[src/rtl/cordic_pkg.sv]
// ============================================================================
// cordic_pkg -- FP32 field layout, Q2.30 constants and FSM encoding.
// Revision: 1.0
// ============================================================================
`default_nettype none

package cordic_pkg;

  localparam int FP_MANT_W = 23;
  localparam int FP_EXP_W  = 8;
  localparam int FP_EXP_LSB = 23;
  localparam int FP_SIGN_POS = 31;
  localparam int EXP_BIAS  = 127;

  localparam logic [31:0] Q_ONE = 32'h4000_0000;
  localparam logic [31:0] Q_MAX = 32'h7FFF_FFFF;
  localparam logic [31:0] Q_MIN = 32'h8000_0000;

  // Largest left shift of the 24-bit mantissa that still fits a signed 32-bit word.
  localparam logic signed [9:0] Q_K_MAX = 10'sd7;

  typedef struct packed {
    logic                 sign;
    logic [FP_EXP_W-1:0]  exp;
    logic [FP_MANT_W:0]   mant;
  } fp_unpacked_t;

  localparam logic [1:0] ST_IDLE   = 2'd0;
  localparam logic [1:0] ST_UNPACK = 2'd1;
  localparam logic [1:0] ST_SHIFT  = 2'd2;
  localparam logic [1:0] ST_FINISH = 2'd3;

  localparam logic [1:0] CLS_NORM = 2'd0;
  localparam logic [1:0] CLS_ZERO = 2'd1;
  localparam logic [1:0] CLS_NAN  = 2'd2;
  localparam logic [1:0] CLS_SAT  = 2'd3;

  function automatic fp_unpacked_t unpack_fp(input logic [31:0] w);
    fp_unpacked_t f;
    f.sign = w[FP_SIGN_POS];
    f.exp  = w[FP_EXP_LSB +: FP_EXP_W];
    f.mant = {(w[FP_EXP_LSB +: FP_EXP_W] != '0), w[FP_MANT_W-1:0]};
    return f;
  endfunction

endpackage

`default_nettype wire

[src/rtl/fx_shift_sat.sv]
// ============================================================================
// fx_shift_sat -- bidirectional barrel shift with sign apply, plus signed clamp.
// Revision: 1.0
// ============================================================================
`default_nettype none

module fx_shift_sat #(
  parameter int IN_W  = 24,
  parameter int ACC_W = 34,
  parameter int OUT_W = 32
) (
  input  logic [IN_W-1:0]          mag,
  input  logic signed [9:0]        shamt,
  input  logic                     neg,
  output logic signed [ACC_W-1:0]  shifted,
  input  logic signed [ACC_W-1:0]  acc,
  output logic [OUT_W-1:0]         clamped,
  output logic                     clamp_hit
);

  localparam logic signed [ACC_W-1:0] SAT_MAX = {{(ACC_W-OUT_W+1){1'b0}}, {(OUT_W-1){1'b1}}};
  localparam logic signed [ACC_W-1:0] SAT_MIN = {{(ACC_W-OUT_W+1){1'b1}}, {(OUT_W-1){1'b0}}};
  localparam logic [9:0]              IN_W_V  = 10'(IN_W);

  logic [ACC_W-1:0] w_ext;
  logic [ACC_W-1:0] w_mag;
  logic [9:0]       w_amt;

  always_comb begin
    w_ext = {{(ACC_W-IN_W){1'b0}}, mag};
    w_amt = '0;
    w_mag = '0;
    if (!shamt[9]) begin
      w_amt = $unsigned(shamt);
      w_mag = w_ext << w_amt;
    end else begin
      w_amt = $unsigned(-shamt);
      // Right shifts truncate toward zero because the sign is applied afterwards.
      w_mag = (w_amt >= IN_W_V) ? '0 : (w_ext >> w_amt);
    end
    shifted = neg ? -$signed(w_mag) : $signed(w_mag);
  end

  always_comb begin
    clamp_hit = 1'b0;
    clamped   = acc[OUT_W-1:0];
    if (acc > SAT_MAX) begin
      clamped   = SAT_MAX[OUT_W-1:0];
      clamp_hit = 1'b1;
    end else if (acc < SAT_MIN) begin
      clamped   = SAT_MIN[OUT_W-1:0];
      clamp_hit = 1'b1;
    end
  end

endmodule

`default_nettype wire

[src/rtl/cordic_angle_prep.sv]
// ============================================================================
// cordic_angle_prep -- converts FP32 x into Q2.30 angle (x - 128)/128.
// Revision: 1.0
// ============================================================================
`default_nettype none

module cordic_angle_prep
  import cordic_pkg::*;
#(
  parameter int          FRAC_BITS = 30,
  parameter int          EXP_SCALE = 7,
  parameter logic [31:0] OFFSET    = Q_ONE
) (
  input  logic        clk,
  input  logic        aclr,
  input  logic        clk_en,
  input  logic        start,
  input  logic [31:0] dataa,
  output logic [31:0] result,
  output logic        done,
  output logic        busy,
  output logic        sat
);

  localparam logic signed [9:0]  K_ADJ      = 10'(EXP_BIAS + FP_MANT_W + EXP_SCALE - FRAC_BITS);
  localparam logic signed [33:0] OFFSET_EXT = {{2{OFFSET[31]}}, OFFSET};

  logic [1:0]         r_state;
  logic [1:0]         w_state_nxt;
  logic [31:0]        r_operand;
  logic               r_sign;
  logic [23:0]        r_mant;
  logic signed [9:0]  r_k;
  logic [1:0]         r_class;
  logic signed [33:0] r_f;

  logic               w_load;
  logic               w_do_unpack;
  logic               w_do_shift;
  logic               w_do_finish;
  logic               w_done_nxt;
  logic               w_busy_nxt;

  fp_unpacked_t       w_fp;
  logic signed [9:0]  w_k;
  logic [1:0]         w_class;
  logic signed [33:0] w_shifted;
  logic signed [33:0] w_d;
  logic [31:0]        w_clamped;
  logic               w_clamp_hit;
  logic [31:0]        w_res_nxt;
  logic               w_sat_nxt;

  always_ff @(posedge clk or negedge aclr) begin
    if (!aclr) begin
      r_state <= ST_IDLE;
    end else if (clk_en) begin
      r_state <= w_state_nxt;
    end
  end

  always_comb begin
    w_state_nxt = r_state;
    case (r_state)
      ST_IDLE:   if (start) w_state_nxt = ST_UNPACK;
      ST_UNPACK: w_state_nxt = ST_SHIFT;
      ST_SHIFT:  w_state_nxt = ST_FINISH;
      ST_FINISH: w_state_nxt = ST_IDLE;
      default:   w_state_nxt = ST_IDLE;
    endcase
  end

  always_comb begin
    w_load      = (r_state == ST_IDLE) && start;
    w_do_unpack = (r_state == ST_UNPACK);
    w_do_shift  = (r_state == ST_SHIFT);
    w_do_finish = (r_state == ST_FINISH);
    w_done_nxt  = w_do_finish;
    // busy drops together with the done pulse so a start in that cycle is taken.
    w_busy_nxt  = (r_state == ST_IDLE) ? start : !w_do_finish;
  end

  always_comb begin
    w_fp    = unpack_fp(r_operand);
    w_k     = $signed({2'b00, w_fp.exp}) - K_ADJ;
    w_class = CLS_NORM;
    if (w_fp.exp == '0) begin
      w_class = CLS_ZERO;
    end else if (w_fp.exp == '1) begin
      w_class = (w_fp.mant[FP_MANT_W-1:0] != '0) ? CLS_NAN : CLS_SAT;
    end else if (w_k > Q_K_MAX) begin
      w_class = CLS_SAT;
    end
  end

  assign w_d = r_f - OFFSET_EXT;

  fx_shift_sat #(
    .IN_W  (24),
    .ACC_W (34),
    .OUT_W (32)
  ) u_shift_sat (
    .mag       (r_mant),
    .shamt     (r_k),
    .neg       (r_sign),
    .shifted   (w_shifted),
    .acc       (w_d),
    .clamped   (w_clamped),
    .clamp_hit (w_clamp_hit)
  );

  always_comb begin
    w_res_nxt = w_clamped;
    w_sat_nxt = w_clamp_hit;
    case (r_class)
      CLS_NAN: begin
        w_res_nxt = '0;
        w_sat_nxt = 1'b1;
      end
      CLS_SAT: begin
        w_res_nxt = r_sign ? Q_MIN : Q_MAX;
        w_sat_nxt = 1'b1;
      end
      default: ;
    endcase
  end

  always_ff @(posedge clk or negedge aclr) begin
    if (!aclr) begin
      result    <= '0;
      done      <= 1'b0;
      busy      <= 1'b0;
      sat       <= 1'b0;
      r_operand <= '0;
      r_sign    <= 1'b0;
      r_mant    <= '0;
      r_k       <= '0;
      r_class   <= CLS_ZERO;
      r_f       <= '0;
    end else if (clk_en) begin
      done <= w_done_nxt;
      busy <= w_busy_nxt;
      if (w_load) begin
        r_operand <= dataa;
      end
      if (w_do_unpack) begin
        r_sign  <= w_fp.sign;
        r_mant  <= w_fp.mant;
        r_k     <= w_k;
        r_class <= w_class;
      end
      if (w_do_shift) begin
        r_f <= (r_class == CLS_NORM) ? w_shifted : '0;
      end
      if (w_do_finish) begin
        result <= w_res_nxt;
        sat    <= w_sat_nxt;
      end
    end
  end

endmodule

`default_nettype wire

[config.mk]
export PLATFORM = sky130hd
export DESIGN_NAME = cordic_angle_prep
export DESIGN_NICKNAME = d
export VERILOG_FILES = /design/src/rtl/cordic_pkg.sv /design/src/rtl/fx_shift_sat.sv /design/src/rtl/cordic_angle_prep.sv
export SDC_FILE = /design/constraint.sdc
export NUM_CORES = 1
export LEC_CHECK = 0
export BUFFER_PORTS_ARGS = -buffer_cell sky130_fd_sc_hd__clkbuf_2
export CAP_MARGIN = 20
export CORE_MARGIN = 2
export CORE_UTILIZATION = 50
export CTS_BUF_LIST = sky130_fd_sc_hd__clkbuf_8
export CTS_CLUSTER_SIZE = 12
export DETAILED_ROUTE_END_ITERATION = 8
export GPL_ROUTABILITY_DRIVEN = 0
export PLACE_DENSITY = 0.67
export SLEW_MARGIN = 15
export SYNTH_ARGS = -nofsm -noshare
export SYNTH_HDL_FRONTEND = slang
export SYNTH_SLANG_ARGS = --single-unit
[constraint.sdc]
create_clock -name clk -period 7.7 [get_ports clk]
set_clock_uncertainty 0.1 [all_clocks]
set_input_delay 0.385 -clock clk [delete_from_list [all_inputs] [get_ports clk]]
set_output_delay 0.385 -clock clk [all_outputs]
set_load 0.005 [all_outputs]
# After elaboration in Yosys (flattened, before gate mapping)
# Cells that the tools add are included.
# word_totals
regBits	139
# classes
add_sub_neg	4
n_lt_le_gt_ge	4
eq_ne	7
shifts	2
n_mux	18
reduce_logical	13
# op_table
cell	count
$mux W34	4
$mux W32	3
$pmux W32 S2	1
$gt A34 B32 Y1 const B	1
$lt A34 B32 Y1 const B	1
$neg A34 Y34	1
$shl A24 B10 Y34	1
$shr A24 B10 Y34	1
$sub A34 B32 Y34 const B	1
$reduce_bool A23 Y1	1
$ge A10 B5 Y1 const B	1
$neg A9 Y10	1
$reduce_and A2 Y1	5
$gt A9 B4 Y1 const B	1
$sub A8 B7 Y9 const B	1
$eq A2 B2 Y1 const B	4
$eq A8 B8 Y1 const B	1
$logic_not A8 Y1	1
$mux W2	4
$pmux W2 S4	1
$reduce_bool A8 Y1	1
$mux W1	5
$logic_not A2 Y1	2
$eq A2 B1 Y1 const B	1
4 further kinds	4

# Logic depth before layout (Yosys ltp)
# depth
depth_word	7
depth_mapped	20
depth_no_buf	14

# Hierarchy
# A second synthesis with hierarchy kept.
# hier_totals
hier_cells	1101
hier_area_um2	10654.0
# modules_own_cells
mod	instances	cells_per_inst	area_each_um2
cordic_angle_prep	1	433	5693.0
fx_shift_sat	1	668	4961.0

# Least setup slack after synthesis
# OpenSTA, ideal clock, no wires.
# synth_timing
path_type	register -> register
startpoint	reg r_k[0]
endpoint	reg r_f[32]
setup_time_ns	0.131
arrival_ns	3.988
slack_ns	3.481
path_stages_with_launch	20
period_less_slack_ns	4.219
path_cell_list	dfrtp_1 > buf_6 > buf_6 > buf_4 > clkinv_1 > ha_1 > buf_2 > buf_2 > buf_4 > clkbuf_1 > nor2_1 > o31ai_1 > o211a_1 > ha_1 > nor2b_1 > and4_1 > nand4_2 > o41ai_2 > xor2_1 > o21ai_1
# synth_between
elab_chain_cells	7
# synth_lines
element	line	text
from (decl)	cordic_angle_prep.sv:33	logic signed [9:0] r_k;
from (signal assigned)	cordic_angle_prep.sv:149	r_k <= w_k;
$neg A9 Y10	fx_shift_sat.sv:37	w_amt = $unsigned(-shamt);
$ge A10 B5 Y1 or $shr A24 B10 Y34 (tied branches)	fx_shift_sat.sv:39	w_mag = (w_amt >= IN_W_V) ? '0 : (w_ext >> w_amt);
$mux W34	fx_shift_sat.sv:39	
$mux W34 (*)	fx_shift_sat.sv:33	if (!shamt[9]) begin
$neg A34 Y34	fx_shift_sat.sv:41	shifted = neg ? -$signed(w_mag) : $signed(w_mag);
$mux W34 (*)	fx_shift_sat.sv:41	
$mux W34 (*)	cordic_angle_prep.sv:153	r_f <= (r_class == CLS_NORM) ? w_shifted : '0;
to (signal assigned)	cordic_angle_prep.sv:153	
to (decl)	cordic_angle_prep.sv:35	logic signed [33:0] r_f;
# Every way passes the cells marked *; elsewhere a longest branch is shown, timed or not.
# A chain may end at the register's enable or synchronous reset.

# Final worst setup path
# layout_timing
startpoint	reg r_k[0]
endpoint	reg r_f[33]
# Same word-level chain as after synthesis.

==> results.py <==
metrics = {
    "power": {
        "irDropWorstVdd_uv": 222,
        "p_total_uw": 5970,
        "p_per_area_nw_per_um2": 525,
        "p_leak_uw": 0.00462,
    },
    "die": {
        "row_count": 53,
        "top_level_ports": 71,
        "die_y_um": 150,
        "design.core.area_um2": 20900,
        "start_util_pct": 50.7,
        "fp.dieArea_um2": 22400,
        "die_w_um": 150,
    },
    "synth": {
        "syn_avg_cell_area_um2": 9.31,
        "netlist_instances": 1138,
        "yosys_warnings": 0,
        "synth_seq_area_share_pct": 32.8,
        "synth_ff_type": "dfrtp_1",
        "async_flop_share_pct": 100,
        "synth_edf_count": 0,
        "ys_types": 98,
        "synth_top_area_share_pct": 32.6,
        "syn-cell-area_um2": 10600,
        "yosysMostFrequentCell": "dfrtp_1",
        "synth_common_cells": "dfrtp_1 (138), nand2_1 (103), nor2_1 (82), mux2_2 (81), o21ai_0 (78)",
        "syn-num-nets": 1185,
        "synth_area_leaders": "dfrtp_1 (33%), mux2_2 (8.6%), mux2i_1 (6.9%)",
        "synth_seq_cells": 139,
        "yosys.area.top_type": "dfrtp_1",
    },
    "drt": {
        "dr.pass1.iters": 5,
        "finalWirelength_mm": 30.5,
        "num_vias": 9440,
        "viasPerCell": 6.57,
        "route.detailed.drc": 0,
        "drtAntennaViolNets": 0,
        "drt_iter0_drc": 944,
        "wl_per_cell_um": 21.3,
    },
    "global_routing": {
        "grt_use_total_pct": 27.8,
        "grt_max_degree": 76,
        "grt_overflow": 0,
        "grt_pass1_vias": 8761,
        "grt_antenna_before_repair": 0,
        "grt_pass1_wl_mm": 48.4,
    },
    "final_layout": {
        "layout-drive-gt1-share_pct": 22.7,
        "stdcell_area_um2": 11400,
        "final-seq-area_um2": 3480,
        "stdcell_count": 1436,
        "layout.nets": 1195,
        "diodes": 0,
        "multi_input_area_um2": 6590,
        "fill_cells": 1944,
        "area_delta_synth_final_pct": 7.42,
    },
    "clock_tree": {
        "clk_pin_slew_ns": 0.10,
        "root_buffer": "clkbuf_8",
        "cts_buffers": 17,
        "htreeDepth": 4,
        "cts_num_sinks": 139,
        "insertion_delay_ns": 0.49,
        "post_cts_buffers": 0,
        "cts_tree": "done",
        "clock_path_buffers": 2,
    },
    "placement": {
        "placed_cell_area_um2": 10900,
        "dp.cells": 1403,
        "hpwl_mm": 22.0,
        "io_buffers": 70,
    },
    "critical_path": {
        "critPathBufInv": 2,
        "cp-end-kind": "register",
        "path_class": "reg -> reg",
        "path_cells": "clkinv_1, ha_1, buf_4, o21ai_0, o221a_1, o211ai_2, o211ai_1, nor4_2, nand4_1, o41ai_2, xor2_1, o21ai_1",
        "critPathRequiredTime_ns": 7.94,
        "cp_data_arrival_time_ns": 5.35,
        "worstPathMaxFanout": 26,
        "slowest_delay_ns": 1.11,
        "crit_family": "compound AO/OA/AOI/OAI gates",
        "cp-start-kind": "register",
        "crit_slowest_cell": "ha_1",
    },
    "sta": {
        "setup_viol_count_final": 0,
        "period_needed_ns": 5.11,
        "max_freq_ghz": 0.196,
        "slew_viol_final": 0,
        "finalHoldViolations": 0,
        "fin_crit_sh_pct": 66.4,
        "tightestPinTransition_ns": 1.20,
        "setup_tns_ns": 0,
        "max-slew-margin-rel_pct": 20.2,
        "rsz0062_at_grt": "no",
    },
    "hold_path": {
        "holdCritPathClass": "in -> reg",
    },
    "flow_run": {
        "maxCapViolations": 0,
    },
    "run_status": {
        "outcome": "finished, final reports clean",
    },
}
cells by family after synthesis:
kind of cell               synth area share, %
AOI/OAI and AO/OA                         20.3
xor gates and xnor gates                  3.83
adders and majority gates                 1.30
buffers and inverters                     5.05
DFF                                       32.8
muxes                                     20.1
and+or+nand+nor                           16.5
path summary, 6_finish.rpt:
path                            slack (ns)                        end  depth (start not counted)                      start
worst min-delay path                  0.01  r_operand[16]$_DFFE_PN0P_                          2                  dataa[16]
min in group asynchronous             0.35     result[26]$_DFFE_PN0P_                          2                       aclr
worst min register to register        0.41  r_operand[31]$_DFFE_PN0P_                          1  r_operand[31]$_DFFE_PN0P_
worst max-delay path                  2.59        r_f[33]$_DFFE_PN0P_                         12         r_k[0]$_DFFE_PN0P_
max in group asynchronous             5.74         r_k[0]$_DFFE_PN0P_                          3                       aclr
worst max register to register        2.59        r_f[33]$_DFFE_PN0P_                         12         r_k[0]$_DFFE_PN0P_
layout by cell type, fill, tap and decap left out, drive strengths merged, types with 6 or more instances in the layout:
cell,synthesis,layout
and3,6,6
buf,42,14
nor4,16,16
a21oi,69,69
mux2i,73,73
inv,18,28
a31oi,13,13
o31ai,10,10
or3,8,8
nand2,104,104
a211oi,6,6
nor2b,8,8
o211ai,13,13
ha,11,11
nand3,22,22
xor2,22,22
o22ai,22,22
mux2,84,84
o41ai,6,6
a22o,6,6
o221ai,8,8
nor2,83,83
o21ai,94,94
dfrtp,138,138
and2,8,8
xnor2,20,20
mux4,20,20
nor3,30,30
nand4,22,22
clkbuf,51,86
final cells by class:
| type | instances | area share (%) |
|---|---|---|
| flip-flops and latches | 139 | 30.6 |
| clock buffers | 17 | 2.06 |
| repair buffers | 84 | 4.08 |
| clock inverters | 15 | 1.69 |
| multi-input cells | 886 | 57.9 |
| inverters | 20 | 0.660 |
| well taps | 275 | 3.02 |
repair_timing:
| action | 4_1_cts | 5_1_grt |
|---|---|---|
| gates resized for setup | 0 | 0 |
| hold endpoints to repair | 74 | 0 |
| hold buffers | 1 | 0 |
where the power goes:
group | internal, uW | switching (uW) | total (uW) | leakage, uW
clock | 307 | 360 | 667 | 0.000220
combinational | 1560 | 2210 | 3770 | 0.00268
sequential | 1070 | 468 | 1540 | 0.00172
through the flow:
step	setup WS [ns]	util, %	hold slack, ns
2_1_floorplan	3.48	-	-0.0106
3_3_place_gp	2.83	52.4	0.355
3_5_place_dp	2.70	52.4	0.354
4_1_cts	2.69	54.5	0.00934
5_1_grt	2.35	54.5	0.00994
6_report	2.59	54.5	0.0149
state kept, by name (all words and copies together), names as in the netlist:
name,count
r_f,34
r_state,2
r_sign,1
result,32
r_k,9
done,1
r_operand,32
sat,1
r_mant,24
busy,1
r_class,2
metal layers:
metal  vias up  part of all wire, %  global-route usage (%)  routed length (um)
li1       4316                    -                       -                   -
met1      4527                   42                    37.6               12700
met2       498                   45                    43.4               13800
met3        99                  9.1                    6.07                2770
met4         0                  3.9                    11.0                1200
met5         -                    0                       0                   0
Note: power is estimated with default switching activity, not from simulation.
